===== config.mk =====
export PLATFORM = sky130hd
export DESIGN_NAME = read_fetch_flat
export DESIGN_NICKNAME = d
export VERILOG_FILES = /design/src/rtl/tpu_pkg.sv /design/src/rtl/read_fetch_if.sv /design/src/rtl/rd_skid_fifo.sv /design/src/rtl/read_fetch.sv /design/src/flat_wrapper.sv
export SDC_FILE = /design/constraint.sdc
export NUM_CORES = 1
export LEC_CHECK = 0
export ABC_AREA = 0
export BUFFER_PORTS_ARGS = -buffer_cell sky130_fd_sc_hd__buf_4
export CAP_MARGIN = 20
export CORE_MARGIN = 2
export CORE_UTILIZATION = 50
export CTS_BUF_LIST = sky130_fd_sc_hd__clkbuf_16
export CTS_CLUSTER_SIZE = 30
export DETAILED_ROUTE_END_ITERATION = 7
export PLACE_DENSITY = 0.76
export SLEW_MARGIN = 15
export SYNTH_ARGS = -nofsm -noshare
export SYNTH_HDL_FRONTEND = slang
export SYNTH_HIERARCHICAL = 1
export SYNTH_SLANG_ARGS = --single-unit

===== constraint.sdc =====
create_clock -name clk -period 3.7 [get_ports clk]
set_clock_uncertainty 0.1 [all_clocks]
set_input_delay 0.37 -clock clk [delete_from_list [all_inputs] [get_ports clk]]
set_output_delay 0.37 -clock clk [all_outputs]
set_load 0.05 [all_outputs]

===== src/rtl/tpu_pkg.sv =====
// rtl/tpu_pkg.sv - shared state encodings and default widths for the buffer read path
package tpu_pkg;
  localparam int DEF_DATA_W = 16;
  localparam int DEF_ADDR_W = 10;

  typedef enum logic [1:0] {
    ST_IDLE  = 2'd0,
    ST_FETCH = 2'd1,
    ST_DRAIN = 2'd2,
    ST_DONE  = 2'd3
  } rf_state_e;
endpackage


===== src/rtl/read_fetch_if.sv =====
// rtl/read_fetch_if.sv - SRAM read port plus valid/ready word stream of read_fetch
interface read_fetch_if import tpu_pkg::*; #(
  parameter int datawith = DEF_DATA_W,
  parameter int ADDR_W   = DEF_ADDR_W
);
  logic                mem_en;
  logic [ADDR_W-1:0]   mem_addr;
  logic [datawith-1:0] mem_rdata;
  logic [datawith-1:0] data_out;
  logic                data_valid;
  logic                data_ready;
  logic                data_last;

  modport master (
    output mem_en, mem_addr, data_out, data_valid, data_last,
    input  mem_rdata, data_ready
  );

  modport slave (
    input  mem_en, mem_addr, data_out, data_valid, data_last,
    output mem_rdata, data_ready
  );
endinterface


===== src/rtl/rd_skid_fifo.sv =====
// rtl/rd_skid_fifo.sv - 2-entry fall-through skid FIFO for SRAM read data
module rd_skid_fifo import tpu_pkg::*; #(
  parameter int W = DEF_DATA_W
) (
  input  logic         clk,
  input  logic         rst_n,
  input  logic         push,
  input  logic [W-1:0] push_data,
  input  logic         pop,
  output logic [1:0]   count,
  output logic         head_valid,
  output logic [W-1:0] head_data
);
  logic [W-1:0] mem_q [2];
  logic [W-1:0] mem_d [2];
  logic         wr_ptr_q, wr_ptr_d;
  logic         rd_ptr_q, rd_ptr_d;
  logic [1:0]   count_q, count_d;
  logic         wr, rd;

  // An empty FIFO presents the arriving word directly; if it is taken at once it is never stored.
  always_comb begin
    wr       = push && !((count_q == 2'd0) && pop);
    rd       = pop && (count_q != 2'd0);
    mem_d    = mem_q;
    wr_ptr_d = wr_ptr_q;
    rd_ptr_d = rd_ptr_q;
    count_d  = count_q;
    if (wr) begin
      mem_d[wr_ptr_q] = push_data;
      wr_ptr_d        = !wr_ptr_q;
    end
    if (rd) begin
      rd_ptr_d = !rd_ptr_q;
    end
    case ({wr, rd})
      2'b10:   count_d = count_q + 2'd1;
      2'b01:   count_d = count_q - 2'd1;
      default: count_d = count_q;
    endcase
  end

  always_ff @(posedge clk or negedge rst_n) begin
    if (!rst_n) begin
      mem_q[0] <= '0;
      mem_q[1] <= '0;
      wr_ptr_q <= 1'b0;
      rd_ptr_q <= 1'b0;
      count_q  <= 2'd0;
    end else begin
      mem_q    <= mem_d;
      wr_ptr_q <= wr_ptr_d;
      rd_ptr_q <= rd_ptr_d;
      count_q  <= count_d;
    end
  end

  assign count      = count_q;
  assign head_valid = (count_q != 2'd0) || push;
  assign head_data  = (count_q != 2'd0) ? mem_q[rd_ptr_q] : (push ? push_data : '0);
endmodule


===== src/rtl/read_fetch.sv =====
// rtl/read_fetch.sv - burst read of ROWS words from buffer SRAM into the array feeder stream
module read_fetch import tpu_pkg::*; #(
  parameter int datawith = DEF_DATA_W,
  parameter int ROWS     = 8,
  parameter int ADDR_W   = DEF_ADDR_W
) (
  input  logic              clk,
  input  logic              rst_n,
  input  logic              read_start,
  input  logic [ADDR_W-1:0] addr_src,
  output logic              read_done,
  output logic              busy,
  read_fetch_if.master      bus
);
  localparam int               CNT_W    = $clog2(ROWS + 1);
  localparam logic [CNT_W-1:0] LAST_IDX = CNT_W'(ROWS - 1);

  rf_state_e           state_q, state_d;
  logic [ADDR_W-1:0]   base_q, base_d;
  logic [CNT_W-1:0]    issue_cnt_q, issue_cnt_d;
  logic [CNT_W-1:0]    pop_cnt_q, pop_cnt_d;
  logic                inflight_q, inflight_d;
  logic [1:0]          fifo_count;
  logic                head_valid;
  logic [datawith-1:0] head_data;
  logic                pop;
  logic                issue;

  rd_skid_fifo #(.W(datawith)) u_fifo (
    .clk        (clk),
    .rst_n      (rst_n),
    .push       (inflight_q),
    .push_data  (bus.mem_rdata),
    .pop        (pop),
    .count      (fifo_count),
    .head_valid (head_valid),
    .head_data  (head_data)
  );

  assign pop = head_valid && bus.data_ready;

  always_comb begin
    state_d     = state_q;
    base_d      = base_q;
    issue_cnt_d = issue_cnt_q;
    pop_cnt_d   = pop ? pop_cnt_q + 1'b1 : pop_cnt_q;
    issue       = 1'b0;
    read_done   = 1'b0;
    case (state_q)
      ST_IDLE: begin
        if (read_start) begin
          base_d      = addr_src;
          issue_cnt_d = '0;
          pop_cnt_d   = '0;
          state_d     = ST_FETCH;
        end
      end
      ST_FETCH: begin
        // Credit check: stored + in-flight words, less the one leaving now, must leave a free slot.
        issue = ({1'b0, fifo_count} + {2'b00, inflight_q}) < (3'd2 + {2'b00, pop});
        if (issue) begin
          issue_cnt_d = issue_cnt_q + 1'b1;
          if (issue_cnt_q == LAST_IDX) begin
            state_d = ST_DRAIN;
          end
        end
      end
      ST_DRAIN: begin
        if (pop && (pop_cnt_q == LAST_IDX)) begin
          state_d = ST_DONE;
        end
      end
      default: begin
        read_done = 1'b1;
        state_d   = ST_IDLE;
      end
    endcase
    inflight_d = issue;
  end

  always_ff @(posedge clk or negedge rst_n) begin
    if (!rst_n) begin
      state_q     <= ST_IDLE;
      base_q      <= '0;
      issue_cnt_q <= '0;
      pop_cnt_q   <= '0;
      inflight_q  <= 1'b0;
    end else begin
      state_q     <= state_d;
      base_q      <= base_d;
      issue_cnt_q <= issue_cnt_d;
      pop_cnt_q   <= pop_cnt_d;
      inflight_q  <= inflight_d;
    end
  end

  assign bus.mem_en     = issue;
  assign bus.mem_addr   = base_q + ADDR_W'(issue_cnt_q);
  assign bus.data_out   = head_data;
  assign bus.data_valid = head_valid;
  assign bus.data_last  = head_valid && (pop_cnt_q == LAST_IDX);
  assign busy           = (state_q != ST_IDLE);
endmodule


===== src/flat_wrapper.sv =====
// flat-port wrapper written by rule: the top's interface ports become plain ports
module read_fetch_flat import tpu_pkg::*;
#(
  parameter int datawith = DEF_DATA_W,
  parameter int ROWS     = 8,
  parameter int ADDR_W   = DEF_ADDR_W
)
  (clk, rst_n, read_start, addr_src, read_done, busy, bus_mem_en, bus_mem_addr, bus_data_out, bus_data_valid, bus_data_last, bus_mem_rdata, bus_data_ready);
  read_fetch_if #(.datawith(datawith), .ADDR_W(ADDR_W)) bus_i ();
  input  logic clk;
  input  logic rst_n;
  input  logic read_start;
  input  logic [ADDR_W-1:0] addr_src;
  output logic read_done;
  output logic busy;
  output wire logic [$bits(bus_i.mem_en)-1:0] bus_mem_en;
  output wire logic [$bits(bus_i.mem_addr)-1:0] bus_mem_addr;
  output wire logic [$bits(bus_i.data_out)-1:0] bus_data_out;
  output wire logic [$bits(bus_i.data_valid)-1:0] bus_data_valid;
  output wire logic [$bits(bus_i.data_last)-1:0] bus_data_last;
  input wire logic [$bits(bus_i.mem_rdata)-1:0] bus_mem_rdata;
  input wire logic [$bits(bus_i.data_ready)-1:0] bus_data_ready;
  assign bus_mem_en = bus_i.mem_en;
  assign bus_mem_addr = bus_i.mem_addr;
  assign bus_data_out = bus_i.data_out;
  assign bus_data_valid = bus_i.data_valid;
  assign bus_data_last = bus_i.data_last;
  assign bus_i.mem_rdata = bus_mem_rdata;
  assign bus_i.data_ready = bus_data_ready;
  read_fetch #(.datawith(datawith), .ROWS(ROWS), .ADDR_W(ADDR_W)) u_core (.clk(clk), .rst_n(rst_n), .read_start(read_start), .addr_src(addr_src), .read_done(read_done), .busy(busy), .bus(bus_i));
endmodule

* Yosys cells after proc, flatten, opt, wreduce, memory -nomap -nowiden *
Cells that the tools add are included.

word-level totals
  register bits = 57
  input bits = 30
  output and inout bits = 31
  word-level logic and storage cells = 76

operators by class
  $add $sub $neg = 7
  $lt $le $gt $ge = 4
  equal/unequal tests = 10
  muxes and demuxes = 22
  bitwise gates (word level) = 2
  reduce and logical (&&, ||, !) cells = 21

operators by type and width
  operator             number
  $mux 16              6
  $bwmux 32            1
  $mux 4               5
  $demux 16 s1         1
  $add 10x4->10        1
  $add 4x1->4 const B  2
  $eq 4x3->1 const B   2
  $mux 2               4
  $pmux 4 s2           1
  $reduce_bool 2->1    4
  $logic_and 1x1->1    7
  $ne 2x1->1 const B   3
  $pmux 2 s3           1
  $eq 2x1->1 const B   2
  $eq 2x2->1 const B   2
  $ge 2x2->1 const B   2
  $logic_not 2->1      2
  $not 1->2            2
  $pmux 2 s2           1
  $reduce_and 4->1     1
  $add 2x1->3          1
  $add 2x1->3 const A  1
  $logic_not 1->1      3
  $lt 3x3->1           1
  9 further kinds      10

* Logic depth before layout (Yosys ltp) *
Gate-level depths: netlist of run 1.

  depth in word-level cells = 8
  depth in mapped cells = 10
  depth with buffers taken out = 9

* Hierarchy *
The synthesis of run 1 kept the hierarchy.

by module, submodules not included
  module        instances  cells an instance  area each (um^2)  seq. area each (um^2)
  rd_skid_fifo  1          141                1,868.0           900.9
  read_fetch    1          130                1,395.1           525.5

* Least setup slack after synthesis of run 1 *
No wires, ideal clock.

  path kind = reg-to-output
  from = reg u_core.issue_cnt_q[0]
  to = out bus_mem_addr[6]
  arrival = 2,155 ps
  required time = 3,230 ps
  slack = 1,075 ps
  cell stages (with the launch flop) = 8
  path buffers = 0
  path through = dfrtp_1 ha_1 inv_1 fa_1 nor2b_1 o21ai_1 a21oi_1 xor2_1

on the way
  longest elaborated chain between the ends = 1

ends and longest elaborated chain
  item                    line                RTL
  from (decl)             read_fetch.sv:20    logic [CNT_W-1:0] issue_cnt_q, issue_cnt_d;
  from (signal assigned)  read_fetch.sv:91    issue_cnt_q <= issue_cnt_d;
  $add 10x4->10           read_fetch.sv:98    assign bus.mem_addr = base_q + ADDR_W'(issue_cnt_q);
  to (decl)               flat_wrapper.sv:17  output wire logic [$bits(bus_i.mem_addr)-1:0] bus_mem_addr;

No other way between the ends.

* Worst setup path in the final report of run 1 *
  from = reg u_core.inflight_q
  to = out bus_mem_en

on the way
  longest elaborated chain between the ends = 5
  elaborated cells between the ends (all ways) = 6
  classes of those cells = add/sub (2); order compare (1); mux (1); reduce/logical (2)

ends and longest elaborated chain
  item                    line                RTL
  from (decl)             read_fetch.sv:22    logic inflight_q, inflight_d;
  from (signal assigned)  read_fetch.sv:93    inflight_q <= inflight_d;
  $logic_or 1x1->1        rd_skid_fifo.sv:59  assign head_valid = (count_q != 2'd0) || push;
  $logic_and 1x1->1       read_fetch.sv:40    assign pop = head_valid && bus.data_ready;
  $add 2x1->3             read_fetch.sv:60    issue = ({1'b0, fifo_count} + {2'b00, inflight_q}) < (3'd2 + {2'b00, pop});
  $lt 3x3->1 *            read_fetch.sv:60
  $mux 1 *                read_fetch.sv:49    case (state_q)
  to (decl)               flat_wrapper.sv:16  output wire logic [$bits(bus_i.mem_en)-1:0] bus_mem_en;

Every way passes the cells marked *; elsewhere a longest branch is shown, timed or not.

==> impl_results.md, run 1 <==
* Post-synthesis instance total at 271
* Post-synth top area share at 0.4371
* Cell mode on critical path: ha_1
* Ys Warns at 6
* Worst flop-to-flop path startpoint: u_core/inflight_q
* Async set-reset flop share out of synthesis at 1.000
* Row cnt at 29
* DR pass1 iterations at 4
* Die span in x at 84.79 microns
* Iteration-0 DRC Markers at 95
* Clock Tree Root: clkbuf_16
* Predominant post-synthesis flop cell: dfrtp_1
* CTS tree: built
* RSZ-0062 raised after global routing: no
* Setup Buffers After CTS at 0
* DIE AREA at approximately 7200 sq um
* Worst-path cell chain: ha_1 > ha_1 > a21oi_2 > and2_1 > buf_4
* Dpl hpwl at 4126 microns
* FMAX at around 0.36 GHz
* CP Data Arrival Time at around 2.3 ns
* #FFs+latches synth at 57
* Htree depth at 3
* Critical Path Source Type: register
* Cell Area, Synth at 3263 sq um
* Register area share after synthesis at 0.4371
* Area Overhead vs Synth at 23.39%
* Initial antenna violation count at 0
* Vias in the first global route at roughly 2200
* CP Launch Point: u_core/inflight_q
* Die Y at between 80 and 90 microns
* DRC Markers at 0
* Cts repair resizes at 0
* Clock latency on the worst-skew pair at 0.32 ns
* Critical path class: register to output pin
* Required @ worst endpoint at around 3.2 ns
* WL final at 6169 microns
* Max-slew violations at 0
* MaxCap Viol Count at 0
* Clock-pin slew on the worst setup and hold paths at 0.05 ns
* Layout cells sized above 1 at 0.3582
* Syn_area_per_cell at 12.04 sq um
* Most frequent cell after synthesis: dfrtp_1
* Mapped Nets at 316
* Average routed wire per standard cell at ~15 microns
* Largest area contributor in the netlist: dfrtp_1
* Crit Path Max Fanout at 21
* Tightest Hold Check Type: primary input to async pin
* Grt peak-use layer: met2
* Setup slack, reg-to-reg at 1.05 ns
* Setup TNS at 0 ns
* Total gr overflow at 0
* Cell family with most CP delay: flip-flops
* GRT Overall Usage at 0.1851
* # diodes at 0
* Final setup violation count at 0
* Hold_buf cts at 0
* Vias at 2226
* Status: finished, final reports clean
* Worst rel slew slack at 0.3518
* Max Root-Sink Buffers at 2
* # clock sinks at 57
* Period utilization at 0.7519
* Gpl congestion at 0.7329
* Post-synth EDFFs at 0
* Critical Path End Type: output pin
* Worst Max-Slew Pin Slew at 0.9724 ns
* Post-synth cell types at 44
* GR Util met2 at 0.2928
* Area of the core at 6314 sq um
* Starting Density at 0.5168
* GR Layer Usage met3 at 0.03638
* Wire length of the first global-routing pass at 10590 microns
* Nets at ~380
* Max incr delay on CP at 0.76 ns
* Final Hold Vio Count at 0
* Via-to-Cell Ratio at 5.403
* Largest net degree at the start of global routing at a little under 60
* IO Port Bufs at 60
* Num CTS Buffers at 9
* # IOs at 61
* Final min period at between 2 and 3 ns
* Synth area leaders: dfrtp_1 44%, mux2_4 9.7%, mux2i_1 6.4%
* M1 GR Usage at 0.2500
* Commonest cells in the netlist: 57 x dfrtp_1, 21 x mux2_4, 21 x mux2i_1
* Final ANT Viol Nets at 0
* WP buf/inv at 1
* Slowest cell on crit path: dfrtp_1
-- flip-flops by register name, summed over array words and instances, names as in the netlist --
register and count:
u_core/u_fifo/count 2, u_core/base_q 10, u_core/issue_cnt_q 4, u_core/u_fifo/rd_ptr_q 1
u_core/u_fifo/mem_q 32, u_core/u_fifo/wr_ptr_q 1, u_core/inflight_q 1, u_core/pop_cnt_q 4
u_core/state_q 2
-- path summary, 6_finish.rpt --
kind                                           end  cells past startpoint
hold reg to reg             u_core/u_fifo/wr_ptr_q                      1
min in group clk                  u_core/base_q[1]                      2
setup / recovery                        bus_mem_en                      5
hold / removal                    u_core/base_q[9]                      1
max in group asynchronous  u_core/u_fifo/mem_q[28]                      1
setup reg to reg           u_core/u_fifo/mem_q[15]                      5
-- per-layer routing --
metal | vias up | part of all wire
met1 | 1096 | 0.46
met4 | 0 | 0.014
li1 | 1084 | -
met3 | 9 | 0.036
met5 | - | 0
met2 | 37 | 0.49
-- metrics by stage --
stage                     cells    util  instance area, sq um  setup slack [ns]  hold slack (ns)
after CTS                   412  0.6377                  4026            0.8783          0.03983
after global placement      396  0.5870                  3706             1.098           0.3700
final                       412  0.6377                  4026            0.9181         0.004806
after floorplan             271       -                  3263             1.075         -0.02559
after detailed placement    396  0.5870                  3706             1.052           0.3774
after global routing        412  0.6377                  4026            0.7216          0.06730
-- layout make-up --
class,count,area [sq um]
Timing Repair Buffer,60,450.4
Multi-Input combinational cell,189,1684
Tap cell,77,96.34
Inverter,13,48.80
Clock buffer,9,225.2
Clock inverter,7,95.09
Fill cell,503,2287
Sequential cell,57,1426
-- logic make-up after synthesis --
group,after synthesis,synth area share
buf+inv,25,0.04677
fa+ha+maj,15,0.05982
simple gates,50,0.08666
xor+xnor,16,0.04295
compound gates,44,0.08973
mux,64,0.2370
flops,57,0.4371
-- worst register-to-register path, cell delays in order (launching register included) --
cell and delay [ns]:
dfrtp_1 0.62, or3_1 0.52, nand2_1 0.15, inv_2 0.11, a21oi_4 0.59, mux2_2 0.43
-- cells in the final DEF (no fill, tap or decap), types with 3 or more instances in the layout --
| cell | count |
|---|---|
| a21oi_1 | 8 |
| and3_1 | 3 |
| buf_4 | 60 |
| clkbuf_16 | 9 |
| dfrtp_1 | 57 |
| ha_1 | 14 |
| inv_1 | 12 |
| mux2_1 | 10 |
| mux2_2 | 12 |
| mux2_4 | 21 |
| mux2i_1 | 21 |
| nand2_1 | 11 |
| nand3_1 | 18 |
| nand3b_1 | 3 |
| nor2_1 | 3 |
| o21ai_0 | 19 |
| o21ai_1 | 3 |
| xnor2_1 | 8 |
| xor2_1 | 8 |
Power of run 1 is left out: the tool's default activity adds up to more than one toggle a clock period on the data nets, which glitch-free logic cannot reach.
==> run 2, diff against run 1 <==
==> constraint.sdc (replaced) <==
create_clock -name clk -period 2.8 [get_ports clk]
set_clock_uncertainty 0.1 [all_clocks]
set_input_delay 0.28 -clock clk [delete_from_list [all_inputs] [get_ports clk]]
set_output_delay 0.28 -clock clk [all_outputs]
set_load 0.05 [all_outputs]
==> impl_results.md, run 2 (same netlist as run 1, synthesis figures left out) <==
* Setup TNS at 0 ns (unchanged)
* # clock sinks at 57 (unchanged)
* Total gr overflow at 0 (unchanged)
* CP Data Arrival Time at 2.25 ns (-0.06 ns)
* MaxCap Viol Count at 0 (unchanged)
* DRC Markers at 0 (unchanged)
* Clock-pin slew on the worst setup and hold paths at 0.05 ns (about the same)
* Final Hold Vio Count at 0 (unchanged)
* Largest net degree at the start of global routing at 58 (unchanged)
* Worst flop-to-flop path startpoint: u_core/u_fifo/count[1]
* Period utilization at 0.9380
* Final ANT Viol Nets at 0 (unchanged)
* Dpl hpwl at 4380 microns (+6.2%)
* Die span in x at 84.79 microns (unchanged)
* Most common cell after layout, fill and taps aside: buf_4
* # IOs at 61 (unchanged)
* FMAX at between 0.3 and 0.4 GHz
* Reg area at 1426 sq um (unchanged)
* Vias at 2279 (+2.4%)
* Worst reg2reg endpoint: u_core/u_fifo/count[1]
* Area Overhead vs Synth at 24.58%
* Worst hold start: addr_src[9]
* Cts repair resizes at 0 (unchanged)
* Htree depth at 3 (unchanged)
* # diodes at 0 (unchanged)
* Initial antenna violation count at 0 (unchanged)
* Leading cell types in the layout, fill and taps excluded: 67 x buf_4, 57 x dfrtp_1, 21 x mux2i_1, 21 x mux2_4, 19 x o21ai_0
* Top flop regs: u_core/u_fifo/mem_q x32, u_core/base_q x10
* Area of the core at 6314 sq um (unchanged)
* Reg2Reg Depth at 8 (+3)
* Iteration-0 DRC Markers at 80 (-16%)
* Tightest Hold Check Type: primary input to register
* DR pass1 iterations at 4 (unchanged)
* Max reg flops at 32 (unchanged)
* Die Y at 84.79 microns (unchanged)
* Layout cells sized above 1 at 0.3673 (+0.009138)
* Worst Hold Depth at 2
* Vias in the first global route at 2274 (+2.0%)
* DIE AREA at 7189 sq um (unchanged)
* Worst rel slew slack at 0.5231 (+0.1713)
* Critical Path Source Type: register
* Top register by number of flip-flops: u_core/u_fifo/mem_q
* Dpl ws at 0.4433 ns (-0.6090 ns)
* Slowest cell on crit path: fa_1
* Worst Hold Path EP: u_core/base_q[9]
* Average routed wire per standard cell at 15.69 microns (+4.8%)
* Wire length of the first global-routing pass at 11010 microns (+3.9%)
* Gpl congestion at 0.7242 (-1.2%)
* CTS tree: built
* Final setup violation count at 0 (unchanged)
* Setup slack after layout at 0.1737 ns (-0.7444 ns)
* Multi-input gate area at 1684 sq um (unchanged)
* Max-slew violations at 0 (unchanged)
* Starting Density at 0.5168 (unchanged)
* Max incr delay on CP at 0.41 ns (-0.35 ns)
* Status: finished, final reports clean
* Via-to-Cell Ratio at 5.426 (+0.43%)
* Row cnt at 29 (unchanged)
* Worst-path cell chain: ha_1 > inv_1 > fa_1 > nor2b_1 > o21ai_1 > a21oi_1 > xor2_1 > buf_4
* Final min period at about 2.6 ns
* WL final at 6590 microns (+6.8%)
* Required @ worst endpoint at 2.42 ns (-0.81 ns)
* Num CTS Buffers at 9 (unchanged)
* Nets at 383 (+2.1%)
* IO Port Bufs at 60 (unchanged)
* Critical path class: register to output pin
* Worst Max-Slew Pin Slew at 0.7154 ns (-0.2570 ns)
* Clock Tree Root: clkbuf_16
* GRT Overall Usage at 0.1972 (+0.01208)
* Crit Path Max Fanout at 4 (-81%)
* Setup slack, reg-to-reg at 0.46 ns (-0.59 ns)
* Clock latency on the worst-skew pair at 0.32 ns (about the same)
* Max Root-Sink Buffers at 2 (unchanged)
* Filler cell count at 501 (-0.40%)
* Critical Path End Type: output pin
* RSZ-0062 raised after global routing: no
[run 2: final cells by class]
cell class              instances  share of cell area
flip-flops and latches         57              0.3509
clock buffers                   9             0.05540
inverters                      13             0.01200
clock inverters                 7             0.01754
repair buffers                 68              0.1262
well taps                      77             0.02370
multi-input cells             189              0.4143
[run 2: repair_timing]
item | CTS | global route
endpoints found under the hold margin | 57 | 0
hold buffers | 1 | 0
endpoints found under the setup margin | 0 | 1
setup buffers | 0 | 2
[run 2: worst max-delay path by stage]
stage,start,cells past startpoint,endpoint,slack (ns)
CTS,u_core/issue_cnt_q[0],8,bus_mem_addr[6],0.11
floorplan,u_core/issue_cnt_q[0],7,bus_mem_addr[6],0.27
global route,u_core/issue_cnt_q[0],8,bus_mem_addr[8],0.06
detailed placement,u_core/u_fifo/count[0],8,u_core/u_fifo/count[1],0.44
finish,u_core/issue_cnt_q[0],8,bus_mem_addr[6],0.17
global placement,u_core/u_fifo/count[1],8,u_core/u_fifo/count[1],0.55
[run 2: critical path, delay by kind of cell, from the launching register on]
| kind | cells | cell delay [ns] |
|---|---|---|
| adder cells (fa/ha/maj) | 2 | 0.62 |
| AO/OA/AOI/OAI | 2 | 0.32 |
| buffers and inverters | 2 | 0.29 |
| XOR/XNOR | 1 | 0.17 |
| AND/OR/NAND/NOR | 1 | 0.14 |
| flip-flops | 1 | 0.38 |
[run 2: stage by stage]
step	instance area, sq um	hold slack, ns	cells	utilization
after floorplan	3263	-0.1156	271	-
after global placement	3744	0.2787	401	0.5929
after detailed placement	3744	0.2867	401	0.5929
after CTS	4050	0.05275	418	0.6415
after global routing	4065	0.06233	420	0.6439
final	4065	0.06552	420	0.6439
[run 2: per-layer routing]
layer  global-route usage  up-vias  wire [microns]
li1                     -     1101               -
met1               0.2638     1129            3041
met2               0.3042       40            3139
met3              0.05113        9             295
met4              0.08658        0             114
met5                    0        -               0
Power of run 2 is left out for the same reason.
==> run 3, diff against run 2 <==
--- a/config.mk
+++ b/config.mk
@@ -8,12 +8,14 @@
 export ABC_AREA = 0
 export BUFFER_PORTS_ARGS = -buffer_cell sky130_fd_sc_hd__buf_4
 export CAP_MARGIN = 20
+export CELL_PAD_IN_SITES_DETAIL_PLACEMENT = 0
+export CELL_PAD_IN_SITES_GLOBAL_PLACEMENT = 2
 export CORE_MARGIN = 2
-export CORE_UTILIZATION = 50
-export CTS_BUF_LIST = sky130_fd_sc_hd__clkbuf_16
+export CORE_UTILIZATION = 38
+export CTS_BUF_LIST = sky130_fd_sc_hd__clkbuf_2 sky130_fd_sc_hd__clkbuf_4 sky130_fd_sc_hd__clkbuf_8
 export CTS_CLUSTER_SIZE = 30
 export DETAILED_ROUTE_END_ITERATION = 7
-export PLACE_DENSITY = 0.76
+export PLACE_DENSITY = 0.85
 export SLEW_MARGIN = 15
 export SYNTH_ARGS = -nofsm -noshare
 export SYNTH_HDL_FRONTEND = slang
==> impl_results.md, run 3 (same netlist as run 1, synthesis figures left out) <==
* Vias at 2172 (-4.7%)
* Iteration-0 DRC Markers at 72 (-10%)
* Status: finished, final reports clean
* Clock-pin slew on the worst setup and hold paths at 0.07 ns (+0.02 ns)
* Starting Density at 0.3952 (-0.1217)
* Final instance area at 4014 sq um (-1.3%)
* RSZ-0062 raised after global routing: no
* Largest net degree at the start of global routing at 58 (unchanged)
* Placed Cells incl. Taps at 430 (+7.2%)
* Final setup violation count at 0 (unchanged)
* Required @ worst endpoint at 2.42 ns (about the same)
* Num CTS Buffers at 9 (unchanged)
* Critical Path Source Type: register
* Row cnt at 33 (+14%)
* # IOs at 61 (unchanged)
* # diodes at 0 (unchanged)
* Max-slew violations at 0 (unchanged)
* DRC Markers at 0 (unchanged)
* Dpl hpwl at 4375 microns (-0.12%)
* Setup slack, reg-to-reg at 0.45 ns (about the same)
* IO Port Bufs at 60 (unchanged)
* Nets at 382 (-0.26%)
* CP Launch Point: u_core/issue_cnt_q[0]
* Gpl congestion at 0.7282 (+0.55%)
* Final Hold Vio Count at 0 (unchanged)
* DIE AREA at 9344 sq um (+30%)
* FMAX at 0.3826 GHz (+0.48%)
* Setup Buffers After CTS at 0 (unchanged)
* WL final at 6429 microns (-2.4%)
* Initial antenna violation count at 0 (unchanged)
* Max Root-Sink Buffers at 2 (unchanged)
* Vias in the first global route at 2228 (-2.0%)
* Worst rel slew slack at 0.5144 (-0.008658)
* CTS tree: built
* Worst reg2reg endpoint: u_core/u_fifo/count[1]
* Dpl ws at 0.4719 ns (+0.02856 ns)
* Worst Max-Slew Pin Slew at 0.7284 ns (+0.01299 ns)
* Htree depth at 3 (unchanged)
* Most common cell after layout, fill and taps aside: buf_4
* Clock Tree Root: clkbuf_8
* Wire length of the first global-routing pass at 10750 microns (-2.3%)
* Reg2Reg Depth at 8 (unchanged)
* Worst setup path endpoint: bus_mem_addr[6]
* Area Overhead vs Synth at 23.01%
* Tightest Hold Check Type: primary input to register
* Critical Path End Type: output pin
* Hold_buf cts at 1 (unchanged)
* CP Data Arrival Time at 2.23 ns (-0.02 ns)
* # clock sinks at 57 (unchanged)
* Fin cells at 446 (+6.2%)
* MaxCap Viol Count at 0 (unchanged)
* Cts repair resizes at 0 (unchanged)
* DR pass1 iterations at 4 (unchanged)
* GRT Overall Usage at 0.1399 (-0.05736)
* Layout cells sized above 1 at 0.3666 (-0.0007780)
* Max reg flops at 32 (unchanged)
* Leading cell types in the layout, fill and taps excluded: 66 x buf_4, 57 x dfrtp_1, 21 x mux2i_1, 21 x mux2_4, 19 x o21ai_0
* Setup slack after layout at 0.1862 ns (+0.01251 ns)
* Top flop regs: u_core/u_fifo/mem_q x32, u_core/base_q x10
* Area of the core at 8258 sq um (+31%)
* Setup TNS at 0 ns (unchanged)
* Critical path class: register to output pin
* Top register by number of flip-flops: u_core/u_fifo/mem_q
* Worst flop-to-flop path startpoint: u_core/u_fifo/count[0]
* Via-to-Cell Ratio at 4.870 (-10%)
* Total gr overflow at 0 (unchanged)
* Average routed wire per standard cell at 14.41 microns (-8.1%)
* Final min period at 2.614 ns (-0.01251 ns)
* Period utilization at 0.9335 (-0.004469)
* Crit Path Max Fanout at 5 (+1)
* Die Y at 96.67 microns (+14%)
* Post-DP Area at 3786 sq um (+1.1%)
* Die span in x at 96.67 microns (+14%)
* Final ANT Viol Nets at 0 (unchanged)
* Clock latency on the worst-skew pair at 0.32 ns (about the same)
run 3: area by class of cell:
| type | count | area (sq um) |
|---|---|---|
| repair buffers | 67 | 505.5 |
| fillers | 773 | 4244 |
| well taps | 105 | 131.4 |
| clock buffers | 10 | 137.6 |
| multi-input cells | 189 | 1684 |
| flip-flops and latches | 57 | 1426 |
| clock inverters | 5 | 80.08 |
| inverters | 13 | 48.80 |
run 3: how the worst min path moves through the flow:
stage | start | endpoint | slack (ns) | cells past startpoint
floorplan | rst_n | u_core/base_q[0] | -0.12 | 0
global placement | rst_n | u_core/u_fifo/mem_q[11] | 0.29 | 1
detailed placement | rst_n | u_core/base_q[9] | 0.30 | 1
CTS | addr_src[9] | u_core/base_q[9] | 0.05 | 2
global route | addr_src[7] | u_core/base_q[7] | 0.05 | 2
finish | addr_src[9] | u_core/base_q[9] | 0.06 | 2
run 3: worst max-delay path, cell delays in order, from the launching register on:
cell and delay (ns):
dfrtp_1 0.42, ha_1 0.22, inv_1 0.06, fa_1 0.40
nor2b_1 0.13, o21ai_1 0.10, a21oi_1 0.20, xor2_1 0.17
buf_4 0.22
run 3: layer usage:
| metal | up-vias | routed length, microns | share of wire | GRT usage |
|---|---|---|---|---|
| li1 | 1094 | - | - | - |
| met1 | 1036 | 3228 | 0.50 | 0.1968 |
| met2 | 37 | 2887 | 0.45 | 0.2073 |
| met3 | 5 | 258 | 0.040 | 0.03685 |
| met4 | 0 | 55 | 0.0086 | 0.05200 |
| met5 | - | 0 | 0 | 0 |
run 3: through the flow:
stage	hold WS [ns]	util
floorplan	-0.1156	-
global placement	0.2921	0.4585
detailed placement	0.2992	0.4585
CTS	0.05008	0.4861
global route	0.04557	0.4861
finish	0.06434	0.4861
Power of run 3 is left out for the same reason.
